--- src/rtl/pipe_ctrl_pkg.sv ---
// Shared types and constants for the pipeline controller.
// Stage indices match the index of the pipeline register that feeds that stage.
package pipe_ctrl_pkg;

    typedef enum logic [1:0] {
        ST_RUN      = 2'd0,
        ST_DRAIN    = 2'd1,
        ST_REDIRECT = 2'd2
    } state_e;

    localparam logic [2:0] STG_IF  = 3'd0;
    localparam logic [2:0] STG_ID  = 3'd1;
    localparam logic [2:0] STG_EX  = 3'd2;
    localparam logic [2:0] STG_MEM = 3'd3;
    localparam logic [2:0] STG_WB  = 3'd4;

    localparam logic [31:0] STALL_CNT_MAX = 32'hFFFF_FFFF;

endpackage

--- src/rtl/pipe_ctrl_stall_prio.sv ---
// Picks the latest pipeline stage that requests a stall (mem > ex > id > if).
module stall_prio
    import pipe_ctrl_pkg::*;
(
    input  logic       stallreq_if,
    input  logic       stallreq_id,
    input  logic       stallreq_ex,
    input  logic       stallreq_mem,
    output logic       stall_vld,
    output logic [2:0] stall_stage
);

    always_comb begin
        stall_vld   = 1'b1;
        stall_stage = STG_IF;
        if (stallreq_mem) begin
            stall_stage = STG_MEM;
        end else if (stallreq_ex) begin
            stall_stage = STG_EX;
        end else if (stallreq_id) begin
            stall_stage = STG_ID;
        end else if (stallreq_if) begin
            stall_stage = STG_IF;
        end else begin
            stall_vld = 1'b0;
        end
    end

endmodule

--- src/rtl/pipe_ctrl.sv ---
// Pipeline hazard/exception controller: stall enables, bubbles, flush and PC redirect.
// Only state, new_pc and stall_cnt are registered; all controls decode from state and inputs.
//
// state       | meaning
// ST_RUN      | normal flow, stalls honoured, exceptions accepted
// ST_DRAIN    | exception accepted, waiting for outstanding fetch to finish
// ST_REDIRECT | one-cycle PC redirect pulse to the fetch unit
module pipe_ctrl
    import pipe_ctrl_pkg::*;
(
    input  logic        clk,
    input  logic        rst,
    input  logic        stallreq_if,
    input  logic        stallreq_id,
    input  logic        stallreq_ex,
    input  logic        stallreq_mem,
    input  logic        except_valid,
    input  logic [31:0] except_pc,
    input  logic        fetch_busy,
    output logic        en_pc,
    output logic        en_if_id,
    output logic        en_id_ex,
    output logic        en_ex_mem,
    output logic        en_mem_wb,
    output logic        bubble_id_ex,
    output logic        bubble_ex_mem,
    output logic        bubble_mem_wb,
    output logic        flush,
    output logic        new_pc_valid,
    output logic [31:0] new_pc,
    output logic [31:0] stall_cnt
);

    state_e      state_q, state_d;
    logic [31:0] new_pc_q, new_pc_d;
    logic [31:0] stall_cnt_q, stall_cnt_d;
    logic        stall_vld;
    logic [2:0]  stall_stage;
    logic        stall_count_en;

    stall_prio u_stall_prio (
        .stallreq_if (stallreq_if),
        .stallreq_id (stallreq_id),
        .stallreq_ex (stallreq_ex),
        .stallreq_mem(stallreq_mem),
        .stall_vld   (stall_vld),
        .stall_stage (stall_stage)
    );

    always_ff @(posedge clk) begin
        if (rst) begin
            state_q     <= ST_RUN;
            new_pc_q    <= 32'd0;
            stall_cnt_q <= 32'd0;
        end else begin
            state_q     <= state_d;
            new_pc_q    <= new_pc_d;
            stall_cnt_q <= stall_cnt_d;
        end
    end

    always_comb begin
        state_d = state_q;
        case (state_q)
            ST_RUN: begin
                if (except_valid) begin
                    state_d = fetch_busy ? ST_DRAIN : ST_REDIRECT;
                end
            end
            ST_DRAIN: begin
                if (!fetch_busy) begin
                    state_d = ST_REDIRECT;
                end
            end
            ST_REDIRECT: state_d = ST_RUN;
            default:     state_d = ST_RUN;
        endcase
    end

    assign stall_count_en = (state_q == ST_RUN) && !except_valid && stall_vld;

    always_comb begin
        new_pc_d    = new_pc_q;
        stall_cnt_d = stall_cnt_q;
        if ((state_q == ST_RUN) && except_valid) begin
            new_pc_d = except_pc;
        end
        if (stall_count_en && (stall_cnt_q != STALL_CNT_MAX)) begin
            stall_cnt_d = stall_cnt_q + 32'd1;
        end
    end

    // Stall at stage k freezes every register up to the one feeding k and bubbles the next one.
    always_comb begin
        flush         = 1'b0;
        new_pc_valid  = 1'b0;
        en_pc         = 1'b1;
        en_if_id      = 1'b1;
        en_id_ex      = 1'b1;
        en_ex_mem     = 1'b1;
        en_mem_wb     = 1'b1;
        bubble_id_ex  = 1'b0;
        bubble_ex_mem = 1'b0;
        bubble_mem_wb = 1'b0;
        if (rst || (state_q == ST_DRAIN) || ((state_q == ST_RUN) && except_valid)) begin
            flush     = 1'b1;
            en_pc     = 1'b0;
            en_if_id  = 1'b0;
            en_id_ex  = 1'b0;
            en_ex_mem = 1'b0;
            en_mem_wb = 1'b0;
        end else if (state_q == ST_REDIRECT) begin
            new_pc_valid = 1'b1;
        end else if (state_q == ST_RUN && stall_vld) begin
            en_pc         = 1'b0;
            en_if_id      = (stall_stage < STG_ID);
            en_id_ex      = (stall_stage < STG_EX);
            en_ex_mem     = (stall_stage < STG_MEM);
            en_mem_wb     = (stall_stage < STG_WB);
            bubble_id_ex  = (stall_stage == STG_ID);
            bubble_ex_mem = (stall_stage == STG_EX);
            bubble_mem_wb = (stall_stage == STG_MEM);
        end else if (state_q != ST_RUN) begin
            flush     = 1'b1;
            en_pc     = 1'b0;
            en_if_id  = 1'b0;
            en_id_ex  = 1'b0;
            en_ex_mem = 1'b0;
            en_mem_wb = 1'b0;
        end
    end

    assign new_pc    = new_pc_q;
    assign stall_cnt = stall_cnt_q;

endmodule

--- config.mk ---
export PLATFORM = sky130hd
export DESIGN_NAME = pipe_ctrl
export DESIGN_NICKNAME = d
export VERILOG_FILES = /design/src/rtl/pipe_ctrl_pkg.sv /design/src/rtl/pipe_ctrl_stall_prio.sv /design/src/rtl/pipe_ctrl.sv
export SDC_FILE = /design/constraint.sdc
export NUM_CORES = 1
export LEC_CHECK = 0
export CORE_MARGIN = 2
export CORE_UTILIZATION = 25
export CTS_BUF_LIST = sky130_fd_sc_hd__clkbuf_4 sky130_fd_sc_hd__clkbuf_8
export DETAILED_ROUTE_END_ITERATION = 8
export HOLD_SLACK_MARGIN = 0.15
export PLACE_DENSITY = 0.54
export RECOVER_POWER = 25
export SLEW_MARGIN = 20
export SYNTH_ARGS = -nofsm -noshare
export SYNTH_HDL_FRONTEND = slang
export SYNTH_HIERARCHICAL = 1
export SYNTH_SLANG_ARGS = --single-unit
export TNS_END_PERCENT = 50
--- constraint.sdc ---
create_clock -name clk -period 3.45 [get_ports clk]
set_clock_uncertainty 0.2 [all_clocks]
set_input_delay 0.69 -clock clk [delete_from_list [all_inputs] [get_ports clk]]
set_output_delay 0.69 -clock clk [all_outputs]
set_load 0.02 [all_outputs]
## Word level (Yosys, flattened, before mapping)

Index checks and enable logic that the tools add are counted.

| operators by class | value |
|---|---|
| mux-type cells | 42 |
| reduce and logical (&&, ||, !) cells | 11 |
| $lt $le $gt $ge | 4 |
| $add $sub $neg | 1 |
| equality and inequality tests | 8 |

Operators by type and width:

| cell | count |
|---|---|
| $mux W1 | 36 |
| $add A32 B1 Y32 const B | 1 |
| $ne A32 B32 Y1 const B | 1 |
| $eq A3 B2 Y1 const B | 2 |
| $lt A3 B2 Y1 const B | 2 |
| $mux W2 | 3 |
| $mux W3 | 2 |
| $logic_and A1 B1 Y1 | 5 |
| $ne A2 B2 Y1 const B | 2 |
| $pmux W2 S2 | 1 |
| $eq A3 B1 Y1 const B | 1 |
| $lt A3 B1 Y1 const B | 1 |
| $lt A3 B3 Y1 const B | 1 |
| $eq A2 B1 Y1 const B | 1 |
| $eq A2 B2 Y1 const B | 1 |
| $logic_not A2 Y1 | 1 |
| $logic_or A1 B1 Y1 | 2 |
| $reduce_and A2 Y1 | 1 |
| $reduce_bool A2 Y1 | 1 |
| $logic_not A1 Y1 | 1 |

| storage, ports and cells | value |
|---|---|
| word-level logic and storage cells | 69 |
| register bits | 66 |
| output and inout bits | 74 |
| input bits | 40 |

## Logic depth before layout (Yosys ltp)

| depth | value |
|---|---|
| depth in word-level cells | 8 |
| gate-level depth with buffers | 9 |

## Cells and area by module

The synthesis kept the hierarchy.

Modules (own cells, without submodules):

| module | area an instance (sq um) | cells each | instances | seq. area each (sq um) |
|---|---|---|---|---|
| pipe_ctrl | 2871.5 | 358 | 1 | 1321.3 |
| stall_prio | 35.0 | 6 | 1 | 0.0 |

## Worst setup path after synthesis

OpenSTA, ideal clock, no wires.

| timing | value |
|---|---|
| path type | input-to-output |
| start point | input port stallreq_ex |
| end point | output port bubble_ex_mem |
| cell stages on the path | 5 |
| path slack | 0.099 ns |
| data arrival time | 2.461 ns |
| path buffers | 0 |
| cell sequence | or2_1 > or3_1 > nor4b_1 > nand2_1 > nor4b_1 |

| between the ends | value |
|---|---|
| longest elaborated chain between the ends | 6 |

Ends and longest elaborated chain:

| item | RTL line | source |
|---|---|---|
| from (decl) | pipe_ctrl.sv:15 | `input logic stallreq_ex,` |
| $mux W1 | pipe_ctrl_stall_prio.sv:18 | `end else if (stallreq_ex) begin` |
| $mux W1 | pipe_ctrl_stall_prio.sv:16 | `if (stallreq_mem) begin` |
| named net stall_vld | pipe_ctrl.sv:37 | `logic stall_vld;` |
| $logic_and A1 B1 Y1 | pipe_ctrl.sv:114 | `end else if (state_q == ST_RUN && stall_vld) begin` |
| $mux W1 | pipe_ctrl.sv:114 |  |
| $mux W1 | pipe_ctrl.sv:112 | `end else if (state_q == ST_REDIRECT) begin` |
| $mux W1 | pipe_ctrl.sv:105 | `if (rst \|\| (state_q == ST_DRAIN) \|\| ((state_q == ST_RUN) && except_valid)) begin` |
| to (decl) | pipe_ctrl.sv:26 | `output logic bubble_ex_mem,` |

The timed path passes the listed nets, and every way through them passes these cells.

## Worst setup path in the final report

| timing | value |
|---|---|
| start point | input port stallreq_ex |
| end point | output port bubble_mem_wb |

| between the ends | value |
|---|---|
| longest elaborated chain between the ends | 6 |

Ends and longest elaborated chain:

| item | RTL line | source |
|---|---|---|
| $mux W3 | pipe_ctrl_stall_prio.sv:18 |  |
| $mux W3 | pipe_ctrl_stall_prio.sv:16 |  |
| named net stall_stage[1] | pipe_ctrl.sv:38 | `logic [2:0] stall_stage;` |
| $eq A3 B2 Y1 | pipe_ctrl.sv:122 | `bubble_mem_wb = (stall_stage == STG_MEM);` |
| $mux W1 | pipe_ctrl.sv:114 |  |
| $mux W1 | pipe_ctrl.sv:112 |  |
| $mux W1 | pipe_ctrl.sv:105 |  |
| to (decl) | pipe_ctrl.sv:27 | `output logic bubble_mem_wb,` |

The timed path passes the listed nets, and every way through them passes these cells.

==> run_results.csv <==
group,metric,value,unit
outcome,outcome,"completed",
clock_network,clock-sinks,66,
critical_path,critPathArrivalTime,2.50,ns
die,dieArea,12500,um2
clock_network,cts_hold_buf,0,
min_path,hold_class,"flop to flop",
timing,drv_slew,0,
timing,setup_tns,0,ns
die,core,11400,um2
critical_path,rrSetupSlack,0.87,ns
synth,synthTopCellsByArea,"dfxtp_1, nand2_1, a21oi_1",
clock_network,cts_buffers,9,
synth,synth_seq_cells,66,
critical_path,slowest_stage,"clkdlybuf4s50_1",
layout,design_area,4400,um2
critical_path,cp_cell_sequence,"clkdlybuf4s50_1 > or2_1 > or3_4 > nor4b_2 > buf_4 > and3_1 > dlygate4sd2_1",
synth,synthArstFlopShare,0,%
layout,fillCellCount,1212,
place,dpl.hpwl,6.01,mm
timing,worst_pin_slew,1.39,ns
critical_path,critPathBufInv,3,
clock_network,clock_latency,0.34,ns
grt,grt_overflow_total,0,
timing,max_freq,295,MHz
flow_run,drv_cap,0,
layout,drive_gt1_share,9.45,%
synth,ys_warn_count,6,
min_path,min_to,"new_pc[3]",
layout,most-common-layout-cells,"clkdlybuf4s50_1, nand2_1, dfxtp_1",
layout,final_common_cell,"clkdlybuf4s50_1",
routing,post_drt_wl_per_cell,13.7,um
routing,wl,8.62,mm
synth,yosys.area.top_type,"dfxtp_1",
grt,antenna_found_initial,0,
critical_path,cp_top_family,"simple AND/OR/NAND/NOR gates",
critical_path,reg2reg_to,"stall_cnt[20]",
synth,synth_nets,405,
critical_path,cp-start-kind,"primary input",
die,rows,39,
routing,vias,3018,
synth,yosysTopAreaCellShare,45.5,%
critical_path,crit_required,2.56,ns
die,die_h,112,um
synth,synth_area,2910,um2
grt,grt_util_all_layers,14.1,%
synth,yosysUniqueCellTypes,44,
clock_network,h-tree-depth,3,
grt,grt_pass1_vias,2977,
power,p_leak,1.52,nW
place,dpl_cell_area,4240,um2
grt,use_met2,21.4,%
synth,ys_seq_area_share,45.5,%
power,power,0.00162,W
grt,met1_usage,19.5,%
layout,fin_nets,523,
synth,synthFlopType,"dfxtp_1",
min_path,min-delay-start,"new_pc[3]",
timing,final_hold_viol_count,0,
critical_path,r2r_cells,5,
layout,syn2layout_area_growth,51.3,%
critical_path,path_class,"primary input to output pin",
timing,setup_ws,0.0623,ns
layout,antenna_cells,0,
layout,fin_util,38.7,%
timing,rsz0062_at_grt,"false",
critical_path,worstReg2RegStart,"state_q[0]",
timing,fin_crit_sh,98.2,%
clock_network,clkTransAtPathRegs,0.07,ns
grt,grt_use_met3,3.92,%
critical_path,slowest_delay,0.42,ns
critical_path,worstPathMaxFanout,4,
clock_network,cts_tree,"done",
timing,relSlewSlack,7.10,%
routing,drtPass1Iterations,4,
die,initial_core_util,25.6,%
routing,avgViaCountPerCell,4.79,
place,globalplace.congestion,0.748,
clock_network,cts-root-buf,"clkbuf_8",
power,powerDensity,369,nW/um2
critical_path,endpoint_kind,"output pin",
routing,drt_iter0_drc,142,
clock_network,clockBufferDepth,2,
timing,period_minus_slack,3.39,ns
grt,grt_pass1_wl,14.5,mm
synth,synthCells,364,
place,io_buffer_count,113,
synth,syn_area_per_cell,7.98,um2
grt,grt_max_degree,72,
die,io_pins,114,
timing,setup_violations,0,
routing,drc_errors,0,
die,fp.dieW,112,um
min_path,hold_depth,2,
synth,synth-edff-count,0,
routing,ant_nets,0,
power,ir_drop,0.000217,V
grt,top_usage_layer,"met2",
place,dp_worst_setup_slack,-0.379,ns
-- per-layer routing --
| layer | vias up | wire length (um) |
|---|---|---|
| met5 | - | 0 |
| met4 | 0 | 103 |
| met3 | 11 | 585 |
| met2 | 105 | 3710 |
| met1 | 1394 | 4220 |
| li1 | 1508 | - |
-- repair_timing --
action,in CTS,in global routing
resized for setup,23,2
buffers inserted,1,0
cloned,0,0
pin swaps,1,0
hold endpoints to repair,0,0
setup endpoints to repair,8,2
-- flip-flops by register name, indices dropped and copies added, names as in the netlist --
signal     cells
state_q        2
stall_cnt     32
new_pc        32
-- area by class of cell --
| cell class | count | area (um2) | share of cell area (%) |
|---|---|---|---|
| inverters | 7 | 26.3 | 0.597 |
| multi-input cells | 269 | 1480 | 33.7 |
| clock buffers | 11 | 145 | 3.30 |
| flip-flops and latches | 66 | 1320 | 30.0 |
| well taps | 143 | 179 | 4.07 |
| repair buffers | 129 | 1210 | 27.6 |
| clock inverters | 5 | 30.0 | 0.683 |
-- cell usage after synthesis, types with 2 or more instances --
| library cell | count |
|---|---|
| mux2_2 | 2 |
| nand2_1 | 79 |
| a311oi_1 | 2 |
| and2_1 | 3 |
| and4_1 | 5 |
| inv_1 | 7 |
| a31oi_1 | 3 |
| nor4_1 | 5 |
| a21oi_1 | 49 |
| clkbuf_1 | 18 |
| or4b_4 | 2 |
| o21ai_0 | 15 |
| or4_1 | 3 |
| nor3_1 | 4 |
| buf_1 | 2 |
| xnor2_1 | 11 |
| nand3_1 | 5 |
| dfxtp_1 | 66 |
| nand4_1 | 13 |
| a211oi_1 | 2 |
| nor2_1 | 23 |
| nor4b_1 | 3 |
| o31ai_1 | 4 |
| or3_1 | 12 |
| and3_1 | 4 |
| nor2b_1 | 3 |
| a21o_1 | 2 |
-- worst register-to-register path, delay by kind of cell (launching register included) --
kind	cells	cell delay [ns]
flip-flops	1	0.37
AND/OR/NAND/NOR	3	1.50
AO/OA/AOI/OAI	2	0.44
-- report_power, final --
group	leakage [nW]	internal (W)	switching (W)	total (W)
registers	0.537	0.000788	0.0000157	0.000803
clock network	0.0885	0.000285	0.000304	0.000588
logic	0.899	0.000115	0.000116	0.000231
-- how the worst max path moves through the flow --
stage                      start       endpoint  slack, ns  cells after the start
finish               stallreq_ex  bubble_mem_wb       0.06                      7
global route         stallreq_ex      en_ex_mem      0.009                      9
CTS                  stallreq_ex      en_mem_wb       0.02                      9
detailed placement   stallreq_ex      en_ex_mem      -0.38                      8
global placement    stallreq_mem  bubble_ex_mem      -0.34                      7
floorplan            stallreq_ex  bubble_ex_mem        0.1                      5
-- through the flow --
step | hold WS (ns) | std cells
2_1_floorplan | 0.289 | 364
3_3_place_gp | 0.241 | 613
3_5_place_dp | 0.246 | 613
4_1_cts | 0.256 | 630
5_1_grt | 0.280 | 630
6_report | 0.255 | 630
-- cell families after synthesis --
family / synth area share [%]
AND/OR/NAND/NOR: 29.1
XOR/XNOR: 3.62
other: 0.129
adder cells (fa/ha/maj): 0.430
AO/OA/AOI/OAI: 16.4
buffers and inverters: 4.13
multiplexers: 0.775
flip-flops: 45.5
(Power assumes the default switching activity.)
